`src/rtl/core_seq.sv`:
```
// core_seq -- multi-cycle fetch/execute sequencer for the RISC-V core.
//
// Owns the program counter, fetches one instruction at a time from
// instruction memory over a req/ack handshake, then spends exactly one
// EXEC cycle in which the decoder's register-file write enable is allowed
// through. Adds run/step/stop debug control, a programmable halt address,
// a fetch timeout and a saturating retired-instruction counter.
//
// Ports:
//   clk, rst     clock (posedge) and asynchronous active-high reset
//   run          level: free-run while high
//   step         pulse: execute exactly one instruction from IDLE
//   stop         pulse: return to IDLE after the current instruction
//   clr_halt     pulse: leave HALT, clear err, pc back to 0
//   last_pc      halt after executing the instruction at this address
//   imem_req     fetch request, high for the whole FETCH state
//   imem_addr    fetch address (always equal to pc)
//   imem_ack     fetch complete, imem_rdata valid this cycle
//   imem_rdata   fetched instruction word
//   instr        latched instruction for the decoder
//   pc           current instruction address
//   rf_we_dec    write enable from the control decoder
//   rf_we        gated write enable (only live in EXEC)
//   busy         state is FETCH or EXEC
//   halted       state is HALT
//   err          sticky fetch-timeout flag
//   retired      saturating count of executed instructions

module core_seq #(
    parameter int ADDR_W  = 32,
    parameter int CNT_W   = 32,
    parameter int TIMEOUT = 16
) (
    input  logic              clk,
    input  logic              rst,
    input  logic              run,
    input  logic              step,
    input  logic              stop,
    input  logic              clr_halt,
    input  logic [ADDR_W-1:0] last_pc,
    output logic              imem_req,
    output logic [ADDR_W-1:0] imem_addr,
    input  logic              imem_ack,
    input  logic [31:0]       imem_rdata,
    output logic [31:0]       instr,
    output logic [ADDR_W-1:0] pc,
    input  logic              rf_we_dec,
    output logic              rf_we,
    output logic              busy,
    output logic              halted,
    output logic              err,
    output logic [CNT_W-1:0]  retired
);

    localparam logic [1:0] S_IDLE  = 2'd0;
    localparam logic [1:0] S_FETCH = 2'd1;
    localparam logic [1:0] S_EXEC  = 2'd2;
    localparam logic [1:0] S_HALT  = 2'd3;

    // Wide enough to hold TIMEOUT-1; at least one bit so a disabled
    // timeout still yields a legal (unused) counter.
    localparam int TO_W = (TIMEOUT > 1) ? $clog2(TIMEOUT + 1) : 1;

    logic [1:0]      state;
    logic            step_mode;
    logic            stop_pend;
    logic [TO_W-1:0] to_cnt;
    logic            to_hit;

    // The current FETCH cycle is the TIMEOUT-th one without an ack; an ack
    // arriving in that same cycle still wins.
    assign to_hit = (TIMEOUT != 0) && (to_cnt == TO_W'(TIMEOUT - 1));

    // Handshake and status outputs decode straight from the state register,
    // so an asynchronous reset drops imem_req without waiting for a clock.
    always_comb begin
        imem_req  = (state == S_FETCH);
        imem_addr = pc;
        rf_we     = (state == S_EXEC) && rf_we_dec;
        busy      = (state == S_FETCH) || (state == S_EXEC);
        halted    = (state == S_HALT);
    end

    // Sequencer: IDLE waits for run/step, FETCH holds the request until the
    // memory acks (or the timeout fires), EXEC retires the instruction and
    // advances pc, HALT parks until clr_halt. A stop seen during FETCH is
    // remembered so the in-flight handshake always completes first.
    always_ff @(posedge clk or posedge rst) begin
        if (rst) begin
            state     <= S_IDLE;
            pc        <= '0;
            instr     <= '0;
            err       <= 1'b0;
            retired   <= '0;
            step_mode <= 1'b0;
            stop_pend <= 1'b0;
            to_cnt    <= '0;
        end else begin
            case (state)
                S_IDLE: begin
                    if (run) begin
                        state     <= S_FETCH;
                        step_mode <= 1'b0;
                        to_cnt    <= '0;
                    end else if (step) begin
                        state     <= S_FETCH;
                        step_mode <= 1'b1;
                        to_cnt    <= '0;
                    end
                end

                S_FETCH: begin
                    if (stop) begin
                        stop_pend <= 1'b1;
                    end
                    if (imem_ack) begin
                        instr  <= imem_rdata;
                        state  <= S_EXEC;
                        to_cnt <= '0;
                    end else if (to_hit) begin
                        state     <= S_HALT;
                        err       <= 1'b1;
                        to_cnt    <= '0;
                        stop_pend <= 1'b0;
                    end else begin
                        to_cnt <= to_cnt + 1'b1;
                    end
                end

                S_EXEC: begin
                    stop_pend <= 1'b0;
                    if (retired != '1) begin
                        retired <= retired + 1'b1;
                    end
                    if (pc == last_pc) begin
                        state <= S_HALT;
                    end else begin
                        pc <= pc + 1'b1;
                        if (step_mode || stop_pend || stop || !run) begin
                            state <= S_IDLE;
                        end else begin
                            state  <= S_FETCH;
                            to_cnt <= '0;
                        end
                    end
                end

                S_HALT: begin
                    // retired is deliberately kept across a halt.
                    if (clr_halt) begin
                        state     <= S_IDLE;
                        pc        <= '0;
                        err       <= 1'b0;
                        step_mode <= 1'b0;
                        stop_pend <= 1'b0;
                    end
                end

                default: begin
                    state <= S_IDLE;
                end
            endcase
        end
    end

endmodule

```
`config.mk`:
```
export PLATFORM = sky130hd
export DESIGN_NAME = core_seq
export DESIGN_NICKNAME = d
export VERILOG_FILES = /design/src/rtl/core_seq.sv
export SDC_FILE = /design/constraint.sdc
export NUM_CORES = 1
export LEC_CHECK = 0
export CORE_MARGIN = 2
export CORE_UTILIZATION = 49
export DETAILED_ROUTE_END_ITERATION = 10
export PLACE_DENSITY = 0.86
export REMOVE_ABC_BUFFERS = 1
export SKIP_LAST_GASP = 1
export SYNTH_ARGS = -nofsm -noshare
export SYNTH_HDL_FRONTEND = slang
export SYNTH_SLANG_ARGS = --single-unit
```
`constraint.sdc`:
```
create_clock -name clk -period 6.8 [get_ports clk]
set_clock_uncertainty 0.15 [all_clocks]
set_input_delay 1.36 -clock clk [delete_from_list [all_inputs] [get_ports clk]]
set_output_delay 1.36 -clock clk [all_outputs]
set_load 0.005 [all_outputs]
```
==> results of run 1 <==
## final timing paths
path	start	endpoint	slack (ns)	cells after the start
max	rf_we_dec	rf_we	2.86	3
min	retired[14]	retired[14]	0.35	1
max reg2reg	state[0]	imem_addr[31]	3.72	8
min reg2reg	retired[14]	retired[14]	0.35	1
max in group asynchronous	rst	imem_addr[14]	4.03	3
min in group asynchronous	rst	instr[6]	1.22	2
## cell usage in the layout, fill, tap and decap left out, types with 14 or more instances in the layout
master             n
nand2_1           33
o21ai_0           35
mux2_2            32
o31ai_1           17
nand3_1           27
nor2_1            29
xnor2_1           19
and3_1            14
inv_1             14
clkdlybuf4s50_1  204
dfrtp_1          106
xor2_1            44
## routing by layer
| metal | part of all wire | up-vias | GRT usage |
|---|---|---|---|
| met5 | 0 | - | 0 |
| met4 | 0.013 | 0 | 0.0789 |
| met3 | 0.083 | 16 | 0.0471 |
| met2 | 0.48 | 219 | 0.398 |
| met1 | 0.42 | 2383 | 0.328 |
| li1 | - | 2290 | - |
## through the flow
| step | hold slack [ns] | total power, uW |
|---|---|---|
| final | 0.347 | 2240 |
| after global routing | 0.370 | 2380 |
| after CTS | 0.350 | 2260 |
| after detailed placement | 0.337 | 1730 |
| after global placement | 0.336 | 1690 |
| after floorplan | 0.326 | 1260 |
## registers in the layout, summed over array words and instances (netlist names)
signal / count
retired: 32
step_mode: 1
state: 2
instr: 32
imem_addr: 32
stop_pend: 1
err: 1
to_cnt: 5
## logic make-up after synthesis
family                     Yosys count
and+or+nand+nor                    187
DFF                                106
AOI/OAI and AO/OA                   94
buffers and inverters               66
xor gates and xnor gates            63
muxes                               32
adders and majority gates            8
## critical path, stage by stage
cell	delay (ns)
clkdlybuf4s50_1	0.46
and2_1	0.12
clkdlybuf4s50_1	0.49
## power by group through the flow
stage               Combinational (uW)  Sequential, uW  Clock, uW
detailed placement                 838             887          0
floorplan                          382             879          0
finish                             836             876        528
CTS                                842             875        538
global route                       914             893        570
global placement                   812             877          0
## final cells by class
type,instances,area [sq um]
clock inverters,4,48.8
well taps,143,179
multi-input cells,384,2740
flip-flops and latches,106,2650
fillers,836,3470
repair buffers,206,2060
inverters,16,62.6
clock buffers,12,256
==> results.sh, run 1 <==
export IMPL_ys_ff_latch=106
export IMPL_synthXorXnorAreaFrac=0.0952
export IMPL_startpoint_type="input port"
export IMPL_cts_root_buf="clkbuf_16"
export IMPL_synth_area_sq_mm=0.00580
export IMPL_finalHoldViolations=0
export IMPL_drc_errors=0
export IMPL_die_y_um=113
export IMPL_switchingPower_uw=690
export IMPL_clk_pin_slew_ns=0.07
export IMPL_critPathKind="input port to primary output"
export IMPL_rsz0062_at_grt="no"
export IMPL_track_usage=0.243
export IMPL_synth_largest_area_cell="dfrtp_1"
export IMPL_synth_async_sr_flop_share=1.00
export IMPL_maxCapViolCount=0
export IMPL_ctsResizeCount=0
export IMPL_synth_top_family_by_area="simple AND/OR/NAND/NOR gates"
export IMPL_die_w_um=113
export IMPL_combPwrFrac=0.373
export IMPL_dpl_instance_area_sq_mm=0.00769
export IMPL_hold_class="register to register"
export IMPL_synth_compound_area_frac=0.108
export IMPL_ys_top_cells_by_area="dfrtp_1, xor2_1, mux2_2"
export IMPL_maxSlewHeadroom=0.164
export IMPL_antenna_found_initial=0
export IMPL_synthAdderAreaFrac=0.0173
export IMPL_cts_buffers=9
export IMPL_worst_slew_pin_slew_ns=1.25
export IMPL_pre_cts_ws_ns=2.55
export IMPL_ir_drop_mv=0.199
export IMPL_post_cts_buffers=0
export IMPL_drtPass1Iterations=5
export IMPL_grt_max_degree=70
export IMPL_fin_util=0.698
export IMPL_synthesis_instances=556
export IMPL_tritoncts="built"
export IMPL_synth_common_cells="dfrtp_1, xor2_1, o21ai_0"
export IMPL_die_area_sq_mm=0.0127
export IMPL_insertion_delay_ns=0.34
export IMPL_wl_um=15500
export IMPL_synth_mux_area_frac=0.0622
export IMPL_netSwitchingFraction=0.308
export IMPL_synthMostInstantiatedCell="dfrtp_1"
export IMPL_drive_gt1_frac=0.0975
export IMPL_cp_end_kind="primary output"
export IMPL_drt_iter0_drc=344
export IMPL_seqPwrFrac=0.391
export IMPL_drtAntennaViolNets=0
export IMPL_cp_data_required_time_ns=5.29
export IMPL_critPathArrivalTime_ns=2.43
export IMPL_via_per_inst=5.63
export IMPL_grt_pass1_wl_um=24800
export IMPL_intPower_uw=1550
export IMPL_seq_area_frac_synth=0.458
export IMPL_synth_top_cell_area_share=0.458
export IMPL_cts_max_path_buffers=2
export IMPL_grt_ovfl_total=0
export IMPL_nets=803
export IMPL_yosysUniqueCellTypes=52
export IMPL_power_share_clock=0.236
export IMPL_critPathMaxFanout=1
export IMPL_grt_pass1_vias=4807
export IMPL_fmaxAchievable_mhz=254
export IMPL_power_density_mw_per_mm2=280
export IMPL_ios=205
export IMPL_h_tree_depth=3
export IMPL_slew_violations=0
export IMPL_timing_final_ws_setup_ns=2.86
export IMPL_fin_tns_setup_ns=0
export IMPL_power_leakage_uw=0.00335
export IMPL_cts_sink_count=106
export IMPL_fp_coreArea_sq_mm=0.0115
export IMPL_status="finished, final reports clean"
export IMPL_stdcell_area_sq_mm=0.00800
export IMPL_hpwlAfterDp_um=11600
export IMPL_dr_total_vias=4908
export IMPL_port_buffers=204
export IMPL_period_minus_slack_ns=3.94
export IMPL_wire_per_inst_um=17.8
export IMPL_finalSetupViolations=0
export IMPL_synthSimpleGateAreaFrac=0.191
export IMPL_yosysWarnings=0
export IMPL_place_inst=855
export IMPL_syn_to_final_growth_pct=38.0
export IMPL_ctsHoldBuffers=0
export IMPL_syn_area_per_cell_sq_um=10.4
export IMPL_final_cells=871
export IMPL_place_congestion=0.834
export IMPL_finalCritPeriodShare=0.580
export IMPL_antenna_cells=0
export IMPL_num_rows=39
export IMPL_yosys_most_used_dff="dfrtp_1"
export IMPL_start_util=0.505
export IMPL_synth_edf_count=0
Power figures use the tool's default switching activity.
==> run 2: changes to the inputs <==
Settings changed: CORE_UTILIZATION 49 to 46, PLACE_DENSITY 0.86 to 0.82.
Clock period 6.8 ns to 4 ns, I/O delays scaled along.
==> run 2 against run 1 <==
Clock-buffer cell count shrank 2. Via count grew 2.5%. Largest power group unchanged. Non-clock buffer count grew 6.
==> results.sh, run 2 (same netlist as run 1, synthesis figures left out) <==
export IMPL_nets=809
export IMPL_intPower_uw=2550
export IMPL_insertion_delay_ns=0.35
export IMPL_start_util=0.465
export IMPL_drc_errors=0
export IMPL_maxSlewHeadroom=0.285
export IMPL_slowest_stage="clkdlybuf4s50_1"
export IMPL_syn_to_final_growth_pct=38.9
export IMPL_critPathMaxFanout=10
export IMPL_place_congestion=0.934
export IMPL_status="finished, final reports clean"
export IMPL_finalHoldViolations=0
export IMPL_layout_common_cells="clkdlybuf4s50_1, dfrtp_1, xor2_1, o21ai_0, nand2_1"
export IMPL_via_per_inst=5.55
export IMPL_cts_buffers=9
export IMPL_cp_slowest_stage_delay_ns=0.49
export IMPL_cp_end_kind="primary output"
export IMPL_finalSetupViolations=0
export IMPL_finalCritPeriodShare=0.743
export IMPL_drtAntennaViolNets=0
export IMPL_drive_gt1_frac=0.105
export IMPL_power_leakage_uw=0.00336
export IMPL_busiest_layer="met2"
export IMPL_cp_data_required_time_ns=3.05
export IMPL_power_share_clock=0.217
export IMPL_grt_use_met3=0.0400
export IMPL_port_buffers=204
export IMPL_fin_tns_setup_ns=0
export IMPL_netSwitchingFraction=0.319
export IMPL_rsz0062_at_grt="no"
export IMPL_tritoncts="built"
export IMPL_startpoint_type="register"
export IMPL_drt_iter0_drc=357
export IMPL_antenna_found_initial=0
export IMPL_met2_usage=0.401
export IMPL_period_minus_slack_ns=2.97
export IMPL_worst_slew_pin_slew_ns=1.07
export IMPL_grt_ovfl_total=0
export IMPL_num_rows=41
export IMPL_track_usage=0.235
export IMPL_grt_max_degree=89
export IMPL_hold_class="register to register"
export IMPL_die_y_um=116
export IMPL_slew_violations=0
export IMPL_ctsResizeCount=0
export IMPL_antenna_cells=0
export IMPL_cts_sink_count=106
export IMPL_hpwlAfterDp_um=12000
export IMPL_die_area_sq_mm=0.0135
export IMPL_wl_um=16000
export IMPL_final_common_cell="clkdlybuf4s50_1"
export IMPL_critPathKind="register to primary output"
export IMPL_clk_pin_slew_ns=0.07
export IMPL_met1_usage=0.298
export IMPL_maxCapViolCount=0
export IMPL_combPwrFrac=0.385
export IMPL_ir_drop_mv=0.215
export IMPL_cts_max_path_buffers=2
export IMPL_wire_per_inst_um=17.6
export IMPL_h_tree_depth=3
export IMPL_dr_total_vias=5032
export IMPL_r2r_slack_ns=1.03
export IMPL_ctsHoldBuffers=0
export IMPL_grt_pass1_vias=4879
export IMPL_path_cells="inv_1, ha_1, and2_1, clkdlybuf4s50_1"
export IMPL_switchingPower_uw=1200
export IMPL_drtPass1Iterations=5
export IMPL_critPathArrivalTime_ns=2.02
export IMPL_die_w_um=116
export IMPL_grt_pass1_wl_um=24800
export IMPL_fmaxAchievable_mhz=336
export IMPL_post_cts_buffers=0
export IMPL_fp_coreArea_sq_mm=0.0125
export IMPL_p_total_uw=3750
export IMPL_seqPwrFrac=0.398
export IMPL_power_density_mw_per_mm2=466
export IMPL_ios=205
export IMPL_cts_root_buf="clkbuf_16"
-- run 2: worst max-delay path, delay by kind of cell, from the launching register on --
kind                       cells  cell delay [ns]
and+or+nand+nor                1             0.19
adders and majority gates      1             0.44
DFF                            1             0.43
buffers and inverters          2             0.62
-- run 2: path summary, 6_finish.rpt --
path / to / cells past startpoint / start
max in group asynchronous: retired[11] / 3 / rst
setup reg to reg: imem_addr[31] / 8 / state[0]
min in group asynchronous: instr[10] / 2 / rst
setup / recovery: rf_we / 4 / state[0]
hold reg to reg: instr[12] / 1 / instr[12]
hold / removal: instr[12] / 1 / instr[12]
-- run 2: cell type report --
cell class              count  area, sq um
repair buffers            212         2100
flip-flops and latches    106         2650
clock buffers              10          229
inverters                  16         62.6
multi-input cells         384         2740
well taps                 172          215
clock inverters             6         42.5
fillers                  1018         4420
-- run 2: per-stage QoR --
| step | area [sq um] | hold WS, ns | utilization | cells | setup slack [ns] |
|---|---|---|---|---|---|
| 2_1_floorplan | 5460 | 0.326 | - | 506 | 0.261 |
| 3_3_place_gp | 7780 | 0.333 | 0.624 | 890 | 0.818 |
| 3_5_place_dp | 7780 | 0.343 | 0.624 | 890 | 0.711 |
| 4_1_cts | 8050 | 0.357 | 0.646 | 906 | 1.00 |
| 5_1_grt | 8050 | 0.372 | 0.646 | 906 | 0.779 |
| 6_report | 8050 | 0.358 | 0.646 | 906 | 1.03 |
-- run 2: layer usage --
layer  vias to the layer above  share of wire
met1                      2446           0.42
met2                       247           0.48
li1                       2308              -
met3                        31          0.069
met4                         0          0.027
met5                         -              0
-- run 2: power groups by stage --
stage          Combinational, uW  Sequential (uW)  Clock, uW
3_3_place_gp                1410             1500          0
3_5_place_dp                1450             1520          0
5_1_grt                     1590             1530        881
6_report                    1440             1490        815
2_1_floorplan                649             1490          0
4_1_cts                     1460             1500        835
